`config.mk`:
```
export PLATFORM = sky130hd
export DESIGN_NAME = ir_nec_tx
export DESIGN_NICKNAME = d
export VERILOG_FILES = /design/src/rtl/ir_nec_tx.sv
export SDC_FILE = /design/constraint.sdc
export NUM_CORES = 1
export LEC_CHECK = 0
export ABC_AREA = 1
export CORE_ASPECT_RATIO = 1.75
export CORE_MARGIN = 3
export CORE_UTILIZATION = 35
export CTS_BUF_LIST = sky130_fd_sc_hd__clkbuf_4
export DETAILED_ROUTE_END_ITERATION = 6
export GPL_ROUTABILITY_DRIVEN = 0
export PLACE_DENSITY = 0.6
export SETUP_SLACK_MARGIN = 0.2
export SYNTH_ARGS = -nofsm -noshare
export SYNTH_HDL_FRONTEND = slang
export SYNTH_SLANG_ARGS = --single-unit
```
`constraint.sdc`:
```
create_clock -name clk -period 5.13 [get_ports clk]
set_input_delay 0.513 -clock clk [delete_from_list [all_inputs] [get_ports clk]]
set_output_delay 0.513 -clock clk [all_outputs]
set_load 0.02 [all_outputs]
```
`src/rtl/ir_nec_tx.sv`:
```
// NEC IR transmitter: frames an address/command pair as leader, 32 pulse-distance bits and stop mark.
// Optional NEC repeat frames while tx_hold is asserted are built when IR_NEC_REPEAT_EN is defined.
//
// state      | meaning
// IDLE       | waiting for tx_valid, tx_ready=1
// LEAD_MARK  | 16u leader mark
// LEAD_SPACE | 8u leader space
// BIT_MARK   | 1u mark preceding every data bit
// BIT_SPACE  | 1u (bit 0) or 3u (bit 1) space
// STOP_MARK  | 1u trailing mark
// GAP        | silence until FRAME_UNITS after the frame/repeat start
// REP_MARK   | 16u repeat mark
// REP_SPACE  | 4u repeat space
// REP_STOP   | 1u repeat stop mark
module ir_nec_tx #(
  parameter int UNIT_CYC     = 28125,
  parameter int CARRIER_DIV  = 1316,
  parameter int CARRIER_HIGH = 439,
  parameter int FRAME_UNITS  = 192
) (
  input  logic       clk,
  input  logic       rst,
  input  logic [7:0] tx_addr,
  input  logic [7:0] tx_cmd,
  input  logic       tx_valid,
  output logic       tx_ready,
  input  logic       tx_hold,
  output logic       ir_out,
  output logic       ir_env,
  output logic       busy,
  output logic       tx_done
);

  localparam int CYC_W = (UNIT_CYC > 1) ? $clog2(UNIT_CYC) : 1;
  localparam int PH_W  = (CARRIER_DIV > 1) ? $clog2(CARRIER_DIV) : 1;

  typedef enum logic [3:0] {
    IDLE, LEAD_MARK, LEAD_SPACE, BIT_MARK, BIT_SPACE, STOP_MARK, GAP,
    REP_MARK, REP_SPACE, REP_STOP
  } state_t;

  state_t             state, state_d;
  logic [CYC_W-1:0]   cyc_cnt;
  logic [7:0]         unit_cnt;
  logic [7:0]         frame_cnt;
  logic [7:0]         unit_load;
  logic [4:0]         bit_idx;
  logic [31:0]        shreg;
  logic [PH_W-1:0]    phase;
  logic               done_q;
  logic               tick, unit_end, enter, mark_d, frame_start, accept;

  assign tick        = (cyc_cnt == '0);
  assign unit_end    = tick && (unit_cnt == '0);
  assign enter       = (state_d != state);
  assign accept      = (state == IDLE) && tx_valid;
  assign mark_d      = state_d inside {LEAD_MARK, BIT_MARK, STOP_MARK, REP_MARK, REP_STOP};
  assign frame_start = enter && (state_d == LEAD_MARK || state_d == REP_MARK);

  always_comb begin
    state_d = state;
    case (state)
      IDLE:       if (tx_valid) state_d = LEAD_MARK;
      LEAD_MARK:  if (unit_end) state_d = LEAD_SPACE;
      LEAD_SPACE: if (unit_end) state_d = BIT_MARK;
      BIT_MARK:   if (unit_end) state_d = BIT_SPACE;
      BIT_SPACE:  if (unit_end) state_d = (bit_idx == 5'd31) ? STOP_MARK : BIT_MARK;
      STOP_MARK:  if (unit_end) state_d = GAP;
      GAP: begin
        // Gap length is measured from the frame start, not from the stop mark.
        if (tick && frame_cnt == 8'(FRAME_UNITS - 1)) begin
`ifdef IR_NEC_REPEAT_EN
          state_d = tx_hold ? REP_MARK : IDLE;
`else
          state_d = IDLE;
`endif
        end
      end
`ifdef IR_NEC_REPEAT_EN
      REP_MARK:   if (unit_end) state_d = REP_SPACE;
      REP_SPACE:  if (unit_end) state_d = REP_STOP;
      REP_STOP:   if (unit_end) state_d = GAP;
`endif
      default:    state_d = IDLE;
    endcase
  end

  always_comb begin
    unit_load = 8'd0;
    case (state_d)
      LEAD_MARK:  unit_load = 8'd15;
      LEAD_SPACE: unit_load = 8'd7;
      BIT_SPACE:  unit_load = shreg[0] ? 8'd2 : 8'd0;
      REP_MARK:   unit_load = 8'd15;
      REP_SPACE:  unit_load = 8'd3;
      default:    unit_load = 8'd0;
    endcase
  end

`ifndef IR_NEC_REPEAT_EN
  logic unused_hold;
  assign unused_hold = tx_hold;
`endif

  always_ff @(posedge clk) begin
    if (rst) begin
      state     <= IDLE;
      cyc_cnt   <= '0;
      unit_cnt  <= '0;
      frame_cnt <= '0;
      bit_idx   <= '0;
      shreg     <= '0;
      phase     <= '0;
      done_q    <= 1'b0;
    end else begin
      state  <= state_d;
      done_q <= unit_end && (state == STOP_MARK || state == REP_STOP);

      if (state == IDLE || tick)
        cyc_cnt <= CYC_W'(UNIT_CYC - 1);
      else
        cyc_cnt <= cyc_cnt - 1'b1;

      if (enter)
        unit_cnt <= unit_load;
      else if (tick && unit_cnt != '0)
        unit_cnt <= unit_cnt - 1'b1;

      if (frame_start)
        frame_cnt <= '0;
      else if (tick && state != IDLE)
        frame_cnt <= frame_cnt + 1'b1;

      if (accept) begin
        shreg   <= {~tx_cmd, tx_cmd, ~tx_addr, tx_addr};
        bit_idx <= '0;
      end else if (state == BIT_SPACE && unit_end && bit_idx != 5'd31) begin
        shreg   <= shreg >> 1;
        bit_idx <= bit_idx + 1'b1;
      end

      if (enter && mark_d)
        phase <= '0;
      else if (phase == PH_W'(CARRIER_DIV - 1))
        phase <= '0;
      else
        phase <= phase + 1'b1;
    end
  end

  assign ir_env   = state inside {LEAD_MARK, BIT_MARK, STOP_MARK, REP_MARK, REP_STOP};
  assign ir_out   = ir_env && (phase < PH_W'(CARRIER_HIGH));
  assign busy     = (state != IDLE);
  assign tx_done  = done_q;
  assign tx_ready = (state == IDLE) && !rst;

endmodule
```
==> summary.txt, run 1 <==
Worst setup path
  – Setup slack, reg-to-reg: 1.96 ns
  – Critical path launch point type: flip-flop
  – Critical Path Fanout Max: 55
  – Arrival @ worst endpoint: 3.50 ns
  – Worst Setup End Kind: flip-flop
  – Reg2Reg Depth: 9
  – CP required: 5.45 ns
  – Type of the worst setup path: reg -> reg

Pwr
  – Seq pwr share: 52.0%
  – Clock share of power: 32.5%
  – Psw: 399.4 uW
  – Leak: 1.817 nW
  – Int Pwr: 967.9 uW
  – Switch share: 29.21%
  – Max VDD drop: 0.0001579 V
  – Pwr dens: 291.3 nW/um^2
  – Gate power share: 15.4%

Floorplanning
  – Die width: 88.95 um
  – Die footprint: 13440 um^2
  – Initial core utilization: 36.18%
  – Row cnt: 52
  – Core area: 11650 um^2
  – # IOs: 25
  – Die Y-Extent: 151.2 um

Yosys
  – Register area share after synthesis: 39.90%
  – Post-synth net total: 590
  – Netlist cell types: 44
  – Synth Register Bits: 84
  – Syn avg cell area: 7.498 um^2
  – Yosys Warn Count: 0
  – Cells after Synth: 562
  – Ys async rst share: 0%
  – Top_reg_cell synth: dfxtp_1
  – Number of synthesized flops with an enable pin: 0
  – Syn Std Cell Area: 4214 um^2

Finish
  – Commonest non-fill, non-tap cell in the layout: nand2_1
  – Nets@finish: 607
  – Layout cells sized above 1: 10.79%
  – Commonest non-fill, non-tap cells in the layout: 96 x nand2_1, 88 x nor2_1, 84 x dfxtp_1
  – Synth-to-Final Area Change: 11.40%
  – Fin area: 4695 um^2

Worst hold path
  – Hold WC Path Type: reg -> reg
  – Worst hold stages: 1

Routing
  – Vias post-DR: 3570
  – Wire per inst: 11.87 um
  – Post-route DRC: 0
  – DRT Wirelength: 8543 um
  – Pre-antenna DRT Iters: 4
  – Antenna Nets Post-Route: 0
  – DRT iter0 DRCs: 157
  – Post-DR vias/cell: 4.958

Timing
  – Clock skew: 0.01630 ns
  – Fin crit period: 3.175 ns
  – RSZ-0062 raised after global routing: no
  – Setup_tns: 0 ns
  – Max Slew Vio Count: 0
  – Final Hold Fails: 0
  – Fin crit share: 61.89%
  – Fmax: 0.3150 GHz
  – # setup viols final: 0
  – Worst slew pin tran: 0.8318 ns
  – Slew headroom: 44.49%

Clock tree
  – Clock Latency Late Sink: 0.45 ns
  – CTS tree: yes
  – Clk root buf: clkbuf_4
  – H-Tree Depth: 3
  – Worst-path clk slew: 0.15 ns
  – CTS-repair resized insts: 0
  – CTS Buf Count: 9
  – Worst-case clock buffer depth: 2
  – Clock Sinks: 84
  – Postcts setup bufs: 0
  – Hold Buf Count CTS: 0

Flow run
  – Max-cap viol count: 0

Global routing
  – Vias in the first global route: 3457
  – First-pass GRT wire length: 14920 um
  – Gr usage total: 13.98%
  – Pin count of the biggest net entering global routing: 56
  – Initial antenna violation count: 1
  – GRT overflow: 0

Outcome
  – Status: completed

Placement
  – Placement Cell Area: 4524 um^2
  – Hpwl dp: 6283 um
  – Buffers on Ports: 23
## state kept, by name (all words and copies together) (netlist names)
signal and cells:
shreg 32, cyc_cnt 15, phase 11, frame_cnt 8
unit_cnt 8, bit_idx 5, state 4, tx_done 1
## cell families (layout without fill, tap and decap cells)
group | after synthesis | count (layout) | synth area share, %
simple gates | 277 | 277 | 32.04
xor+xnor | 20 | 20 | 4.157
buf+inv | 81 | 103 | 8.017
compound gates | 91 | 91 | 13.42
other cells | 1 | 2 | 0.08899
fa+ha+maj | 8 | 8 | 2.375
flops | 84 | 84 | 39.90
## worst max-delay path, stage by stage (launching register included)
cell and delay, ns:
dfxtp_1 0.52, nor2_1 0.09, nand2_1 0.15, inv_1 0.12, nand2_2 0.34, inv_1 0.49, nor2_4 0.35, clkinv_2 0.55
o21ai_0 0.37, a31oi_1 0.06
## worst paths after layout
path                            endpoint                  start
hold / removal     cyc_cnt[0]$_SDFF_PP0_  cyc_cnt[0]$_SDFF_PP0_
setup / recovery  shreg[30]$_SDFFE_PP0P_    state[1]$_SDFF_PP0_
hold reg to reg    cyc_cnt[0]$_SDFF_PP0_  cyc_cnt[0]$_SDFF_PP0_
setup reg to reg  shreg[30]$_SDFFE_PP0P_    state[1]$_SDFF_PP0_
## final cells by class
class	instances	area, um^2
multi-input cells	397	2195
fillers	1207	6952
clock buffers	9	67.56
repair buffers	25	245.2
inverters	62	234.0
diodes	1	2.502
flip-flops and latches	84	1682
clock inverters	7	100.1
well taps	135	168.9
## layer usage
metal	wire, um	part of all wire [%]	up-vias	GRT usage (%)
li1	-	-	1879	-
met1	3627	42	1624	16.12
met2	4418	52	49	24.00
met3	245	2.9	18	3.266
met4	250	2.9	0	6.408
met5	0	0	-	0
## metrics by stage
stage	cells	hold slack (ns)	setup slack [ns]	utilization, %	total power [mW]
2_1_floorplan	562	0.3925	2.703	-	0.8882
3_3_place_gp	703	0.4013	1.746	38.85	0.9354
3_5_place_dp	703	0.4041	1.744	38.85	0.9385
4_1_cts	719	0.4244	1.848	40.29	1.388
5_1_grt	720	0.4336	1.513	40.31	1.448
6_report	720	0.4247	1.955	40.31	1.367
## Yosys cell counts (6+ instances only)
library cell	number	share of area, %
a311oi_1	12	2.5
nor2_1	88	7.8
nand2_2	8	1.2
nor2_2	12	1.8
a211oi_1	13	2.3
a31oi_1	6	0.89
nand4_1	6	0.89
xor2_1	13	2.7
nand2_1	96	8.6
inv_1	57	5.1
nor3_1	15	1.8
ha_1	8	2.4
xnor2_1	7	1.5
clkbuf_1	9	0.80
nand3_1	21	2.5
nor2_4	7	1.9
o21ai_0	29	3.4
a21oi_1	23	2.7
dfxtp_1	84	40
## power by group through the flow
stage | sequential, mW | combinational, mW | clock (mW)
global route | 0.716 | 0.244 | 0.489
finish | 0.711 | 0.211 | 0.445
global placement | 0.725 | 0.210 | 0
detailed placement | 0.726 | 0.213 | 0
floorplan | 0.721 | 0.168 | 0
CTS | 0.712 | 0.214 | 0.462
No activity file was read; power rests on OpenSTA's default activity.
==> run 2: changes to the inputs <==
--- a/config.mk
+++ b/config.mk
@@ -12,7 +12,7 @@
 export CTS_BUF_LIST = sky130_fd_sc_hd__clkbuf_4
 export DETAILED_ROUTE_END_ITERATION = 6
 export GPL_ROUTABILITY_DRIVEN = 0
-export PLACE_DENSITY = 0.6
+export PLACE_DENSITY = 0.61
 export SETUP_SLACK_MARGIN = 0.2
 export SYNTH_ARGS = -nofsm -noshare
 export SYNTH_HDL_FRONTEND = slang
==> constraint.sdc (replaced) <==
create_clock -name clk -period 2.8 [get_ports clk]
set_input_delay 0.28 -clock clk [delete_from_list [all_inputs] [get_ports clk]]
set_output_delay 0.28 -clock clk [all_outputs]
set_load 0.02 [all_outputs]
==> run 2 against run 1 <==
Effect of this change: clock power grew 34%; via count rose by 1.0%; setup slack got worse by 1.5 ns.
==> summary.txt, run 2 (synthesis gave the netlist of run 1 again) <==
Global routing
  – Gr usage total: 13.90% (was 13.98%)
  – First-pass GRT wire length: 14840 um (was 14920 um)
  – Vias in the first global route: 3582 (was 3457)
  – GRT overflow: 0 (unchanged)
  – Pin count of the biggest net entering global routing: 56 (unchanged)
  – Initial antenna violation count: 1 (unchanged)

Clock tree
  – H-Tree Depth: 3 (unchanged)
  – Clk root buf: clkbuf_4 (unchanged)
  – CTS Buf Count: 9 (unchanged)
  – Clock Latency Late Sink: 0.43 ns (was 0.45 ns)
  – Clock Sinks: 84 (unchanged)
  – CTS tree: yes (unchanged)
  – Hold Buf Count CTS: 0 (unchanged)
  – Worst-path clk slew: 0.12 ns (was 0.15 ns)
  – Worst-case clock buffer depth: 2 (unchanged)

Placement
  – Hpwl dp: 6515 um (was 6283 um)
  – Setup WS pre-CTS: 0.4693 ns (was 1.744 ns)
  – Placed cells: 708 (was 703)
  – Buffers on Ports: 23 (unchanged)

Worst setup path
  – Critical path launch point type: flip-flop (unchanged)
  – CP required: 2.52 ns (was 5.45 ns)
  – Worst Setup End Kind: output port (was flip-flop)
  – Worst-path cell chain: inv_2 -> nor2_1 -> inv_1 -> nor3_1 -> a21oi_1 -> a2111oi_0 -> dlygate4sd2_1 (was nor2_1 -> nand2_1 -> inv_1 -> nand2_2 -> inv_1 -> nor2_4 -> clkinv_2 -> o21ai_0 -> a31oi_1)
  – Arrival @ worst endpoint: 2.09 ns (was 3.50 ns)
  – Critical Path Fanout Max: 6 (was 55)
  – Slowest-stage cell, CP: dfxtp_2 (was clkinv_2)
  – Crit path largest cell delay: 0.43 ns (was 0.55 ns)
  – Type of the worst setup path: reg -> out (was reg -> reg)

Routing
  – Post-DR vias/cell: 4.981 (was 4.958)
  – Antenna Nets Post-Route: 0 (unchanged)
  – Post-route DRC: 0 (unchanged)
  – Wire per inst: 11.98 um (was 11.87 um)
  – Pre-antenna DRT Iters: 7 (was 4)
  – DRT iter0 DRCs: 100 (was 157)
  – Vias post-DR: 3606 (was 3570)
  – DRT Wirelength: 8677 um (was 8543 um)

Timing
  – Worst slew pin tran: 0.5522 ns (was 0.8318 ns)
  – Fmax: 0.4221 GHz
  – Final Hold Fails: 0 (unchanged)
  – # setup viols final: 0 (unchanged)
  – Fin crit share: 84.61%
  – RSZ-0062 raised after global routing: no (unchanged)
  – Clock skew: 0.01838 ns (was 0.01630 ns)
  – Max Slew Vio Count: 0 (unchanged)
  – Final Worst Setup Slack: 0.4309 ns (was 1.955 ns)
  – Setup_tns: 0 ns (unchanged)
  – Fin crit period: 2.369 ns
  – Slew headroom: 62.90% (was 44.49%)

Finish
  – Commonest non-fill, non-tap cells in the layout: 96 x nand2_1, 88 x nor2_1, 83 x dfxtp_1 (was 96 x nand2_1, 88 x nor2_1, 84 x dfxtp_1)
  – Reg with most FFs: shreg (unchanged)
  – Largest regs: shreg: 32 flops, cyc_cnt: 15 flops, phase: 11 flops (unchanged)
  – Nets@finish: 612 (was 607)
  – Post-route insts no fill: 724 (was 720)
  – Layout cells sized above 1: 11.39% (was 10.79%)
  – Max FFs per register: 32 (unchanged)
  – Commonest non-fill, non-tap cell in the layout: nand2_1 (unchanged)
  – FILL cells: 1207 (unchanged)
  – Synth-to-Final Area Change: 11.34% (was 11.40%)
  – Final core utilization: 40.29% (was 40.31%)

Outcome
  – Status: completed (unchanged)

Floorplanning
  – Row cnt: 52 (unchanged)
  – Die footprint: 13440 um^2 (unchanged)
  – Die Y-Extent: 151.2 um (unchanged)
  – Die width: 88.95 um (unchanged)
  – # IOs: 25 (unchanged)
  – Initial core utilization: 36.18% (unchanged)
  – Core area: 11650 um^2 (unchanged)

Pwr
  – Pwr Total: 2.295 mW (was 1.367 mW)
  – Max VDD drop: 0.0002682 V (was 0.0001579 V)
  – Leak: 1.824 nW (was 1.817 nW)
  – Pwr dens: 489.1 nW/um^2 (was 291.3 nW/um^2)

Worst hold path
  – Hold WC Path Type: reg -> reg (unchanged)

Flow run
  – Max-cap viol count: 0 (unchanged)
[run 2: path summary, 6_finish.rpt]
check        depth (start not counted)                  start                     to  slack, ns
max                                  7    state[0]$_SDFF_PP0_                 ir_out       0.43
min                                  1  cyc_cnt[0]$_SDFF_PP0_  cyc_cnt[0]$_SDFF_PP0_       0.42
min reg2reg                          1  cyc_cnt[0]$_SDFF_PP0_  cyc_cnt[0]$_SDFF_PP0_       0.42
max reg2reg                         18  cyc_cnt[0]$_SDFF_PP0_    phase[3]$_SDFF_PP0_       0.57
[run 2: where the power goes]
group / total (mW) / switching [mW] / internal (mW)
clock: 0.595 / 0.398 / 0.197
sequential: 1.30 / 0.0464 / 1.26
combinational: 0.395 / 0.242 / 0.153
total: 2.29 / 0.687 / 1.61
[run 2: stage by stage]
step / hold slack, ns / instance area (um^2)
finish: 0.4227 / 4692
global route: 0.4033 / 4692
CTS: 0.3787 / 4683
detailed placement: 0.4056 / 4574
global placement: 0.4007 / 4574
floorplan: 0.3925 / 4214
[run 2: area by class of cell]
type | count | area [um^2] | share of cell area, %
inverters | 62 | 234.0 | 4.987
repair buffers | 30 | 294.0 | 6.267
clock buffers | 11 | 82.58 | 1.760
clock inverters | 4 | 27.53 | 0.5867
diodes | 1 | 2.502 | 0.05333
well taps | 135 | 168.9 | 3.600
multi-input cells | 397 | 2200 | 46.88
flip-flops and latches | 84 | 1683 | 35.87
[run 2: per-layer routing]
layer  share of wire, %  vias up  wire (um)  global-route usage, %
met5                  0        -          0                      0
met1                 41     1668       3558                  14.31
met2                 54       42       4724                  26.34
li1                   -     1886          -                      -
met4                1.8        0        156                  5.961
met3                2.7       10        238                  2.667
[run 2: what timing repair did]
action | 4_1_cts | 5_1_grt
gates cloned | 0 | 0
setup endpoints to repair | 1 | 3
buffers inserted | 0 | 0
gates resized for setup | 1 | 2
[run 2: critical path: cells and delay by family (launching register included)]
| family | cells | cell delay, ns |
|---|---|---|
| flip-flops | 1 | 0.43 |
| AO/OA/AOI/OAI | 2 | 0.42 |
| AND/OR/NAND/NOR | 2 | 0.28 |
| buffers and inverters | 3 | 0.52 |
==> run 3: changes to the inputs <==
--- a/config.mk
+++ b/config.mk
@@ -12,7 +12,7 @@
 export CTS_BUF_LIST = sky130_fd_sc_hd__clkbuf_4
 export DETAILED_ROUTE_END_ITERATION = 6
 export GPL_ROUTABILITY_DRIVEN = 0
-export PLACE_DENSITY = 0.61
+export PLACE_DENSITY = 0.6
 export SETUP_SLACK_MARGIN = 0.2
 export SYNTH_ARGS = -nofsm -noshare
 export SYNTH_HDL_FRONTEND = slang
==> constraint.sdc (replaced) <==
create_clock -name clk -period 2.2 [get_ports clk]
set_input_delay 0.22 -clock clk [delete_from_list [all_inputs] [get_ports clk]]
set_output_delay 0.22 -clock clk [all_outputs]
set_load 0.02 [all_outputs]
==> run 3 against run 2 <==
Effect of this change: non-clock buffer count is 33 higher; sequential share of layout area down 6.4 points; die area unchanged.
==> summary.txt, run 3 (synthesis gave the netlist of run 1 again) <==
Timing
  – Final Hold Fails: 0 (unchanged)
  – Fin crit share: 96.23%
  – Max Slew Vio Count: 0 (unchanged)
  – RSZ-0062 raised after global routing: yes (was no)
  – Fin crit period: 2.117 ns
  – # setup viols final: 0 (unchanged)
  – Slew headroom: 54.19% (was 62.90%)
  – Final Worst Setup Slack: 0.08284 ns (was 0.4309 ns)
  – Fmax: 0.4723 GHz
  – Worst slew pin tran: 0.6840 ns (was 0.5522 ns)
  – Clock skew: 0.01474 ns (was 0.01838 ns)

Outcome
  – Status: completed (unchanged)

Worst setup path
  – Worst Setup End Kind: flip-flop (was output port)
  – Critical Path Fanout Max: 6 (unchanged)
  – Type of the worst setup path: reg -> reg (was reg -> out)
  – Critical path launch point type: flip-flop (unchanged)
  – CP required: 2.57 ns (was 2.52 ns)
  – Arrival @ worst endpoint: 2.49 ns (was 2.09 ns)

Finish
  – Reg area: 1704 um^2 (was 1683 um^2)
  – Reg with most FFs: shreg (unchanged)
  – Largest regs: shreg: 32 flops, cyc_cnt: 15 flops, phase: 11 flops (unchanged)
  – FILL cells: 1093 (was 1207)
  – Final core utilization: 49.68% (was 40.29%)
  – Synth-to-Final Area Change: 37.29% (was 11.34%)
  – Commonest non-fill, non-tap cell in the layout: nand2_1 (unchanged)
  – Nets@finish: 646 (was 612)
  – Commonest non-fill, non-tap cells in the layout: 83 x nand2_1, 70 x dfxtp_1, 57 x nor2_1 (was 96 x nand2_1, 88 x nor2_1, 83 x dfxtp_1)
  – Max FFs per register: 32 (unchanged)
  – Layout cells sized above 1: 34.57% (was 11.39%)
  – Area occupied by multi-input gates: 2790 um^2 (was 2200 um^2)

Global routing
  – Vias in the first global route: 3920 (was 3582)
  – First-pass GRT wire length: 17170 um (was 14840 um)
  – GRT overflow: 0 (unchanged)
  – Initial antenna violation count: 1 (unchanged)
  – Gr usage total: 15.95% (was 13.90%)
  – Pin count of the biggest net entering global routing: 32 (was 56)

Clock tree
  – Worst-path clk slew: 0.13 ns (was 0.12 ns)
  – CTS tree: yes (unchanged)
  – H-Tree Depth: 3 (unchanged)
  – Clk root buf: clkbuf_4 (unchanged)
  – CTS Buf Count: 9 (unchanged)
  – Clock Sinks: 84 (unchanged)
  – Clock Latency Late Sink: 0.44 ns (was 0.43 ns)
  – Worst-case clock buffer depth: 2 (unchanged)
  – Hold Buf Count CTS: 0 (unchanged)

Pwr
  – Leak: 2.226 nW (was 1.824 nW)
  – Seq pwr share: 49.7% (was 56.8%)
  – Int Pwr: 2.385 mW (was 1.608 mW)
  – Psw: 1.002 mW (was 686.7 uW)
  – Pwr dens: 585.6 nW/um^2 (was 489.1 nW/um^2)
  – Gate power share: 21.2% (was 17.2%)
  – Switch share: 29.59% (was 29.93%)
  – Max VDD drop: 0.0004293 V (was 0.0002682 V)
  – Clock share of power: 29.1% (was 25.9%)

Floorplanning
  – Die width: 88.95 um (unchanged)
  – # IOs: 25 (unchanged)
  – Die footprint: 13440 um^2 (unchanged)
  – Initial core utilization: 36.18% (unchanged)
  – Row cnt: 52 (unchanged)
  – Core area: 11650 um^2 (unchanged)
  – Die Y-Extent: 151.2 um (unchanged)

Flow run
  – Max-cap viol count: 0 (unchanged)

Routing
  – Post-DR vias/cell: 5.136 (was 4.981)
  – Antenna Nets Post-Route: 0 (unchanged)
  – Wire per inst: 13.47 um (was 11.98 um)
  – Post-route DRC: 0 (unchanged)
  – Pre-antenna DRT Iters: 4 (was 7)
  – DRT Wirelength: 10210 um (was 8677 um)
  – DRT iter0 DRCs: 191 (was 100)
  – Vias post-DR: 3893 (was 3606)

Worst hold path
  – Hold WC Path Type: in -> reg (was reg -> reg)

Placement
  – Buffers on Ports: 23 (unchanged)
  – Setup WS pre-CTS: -0.05058 ns (was 0.4693 ns)
  – Hpwl dp: 6754 um (was 6515 um)
## run 3: cell types whose count changed in the layout (fill, tap and decap cells not counted), moves of 11 or more
| cell | before | now |
|---|---|---|
| a211oi_1 | 13 | 0 |
| nor2_4 | 7 | 33 |
| buf_4 | 6 | 24 |
| dfxtp_2 | 1 | 12 |
| nand2_1 | 96 | 83 |
| dfxtp_1 | 83 | 70 |
| nor2_1 | 88 | 57 |
| a211oi_2 | 0 | 13 |
## run 3: layout make-up
cell class	instances	share of cell area (%)
inverter	62	4.196
clock buffer	10	1.298
multi-input combinational	398	48.23
tap	135	2.920
sequential	84	29.45
clock inverter	5	1.341
antenna	1	0.04325
timing repair buffer	63	12.52
## run 3: worst paths after layout
kind,endpoint,slack (ns),cells past startpoint,from
setup / recovery,phase[2]$_SDFF_PP0_,0.08,18,cyc_cnt[0]$_SDFF_PP0_
hold / removal,shreg[18]$_SDFFE_PP0P_,0.38,3,tx_cmd[2]
setup reg to reg,phase[2]$_SDFF_PP0_,0.08,18,cyc_cnt[0]$_SDFF_PP0_
hold reg to reg,cyc_cnt[0]$_SDFF_PP0_,0.42,1,cyc_cnt[0]$_SDFF_PP0_
## run 3: metrics by stage
step / area [um^2] / power, mW / hold WS [ns] / TNS (ns) / cells
floorplan: 4215 / 2.071 / 0.3925 / 0 / 562
global placement: 4693 / 2.209 / 0.4008 / -0.01495 / 722
detailed placement: 4693 / 2.220 / 0.4132 / -0.1000 / 722
CTS: 5304 / 3.314 / 0.3498 / 0 / 751
global route: 5786 / 3.558 / 0.3603 / -1.446 / 758
finish: 5786 / 3.388 / 0.3760 / 0 / 758
## run 3: power groups by stage
stage / registers, mW / clock network, mW / logic [mW]
floorplan: 1.68 / 0 / 0.391
global placement: 1.69 / 0 / 0.518
detailed placement: 1.69 / 0 / 0.526
CTS: 1.66 / 1.02 / 0.634
global route: 1.70 / 1.07 / 0.793
finish: 1.68 / 0.986 / 0.718
## run 3: timing repair
action                     in CTS  in global routing
gates cloned                    5                  2
gates resized for setup        70                112
pin swaps                      15                 26
buffers inserted                9                  4
setup endpoints to repair      52                 62
## run 3: metal layers
metal | vias to the layer above | track usage, % | routed length [um]
met5 | - | 0 | 0
met4 | 0 | 6.259 | 273
met3 | 25 | 3.157 | 303
met2 | 62 | 29.46 | 5695
met1 | 1850 | 17.33 | 3937
li1 | 1956 | - | -
## run 3: critical path: stages (launching register included)
cell and delay, ns:
dfxtp_2 0.35, inv_2 0.07, ha_4 0.14, inv_4 0.03, nor2_4 0.10, nand2_4 0.07
nor2_8 0.16, nand3_4 0.13, nand2_4 0.10, nand2_2 0.05, nand2_2 0.08, nand3_2 0.09
nand2_4 0.09, inv_2 0.04, nor2_4 0.11, nand2_2 0.09, nand2_4 0.11, nand2_8 0.09
a21oi_2 0.13
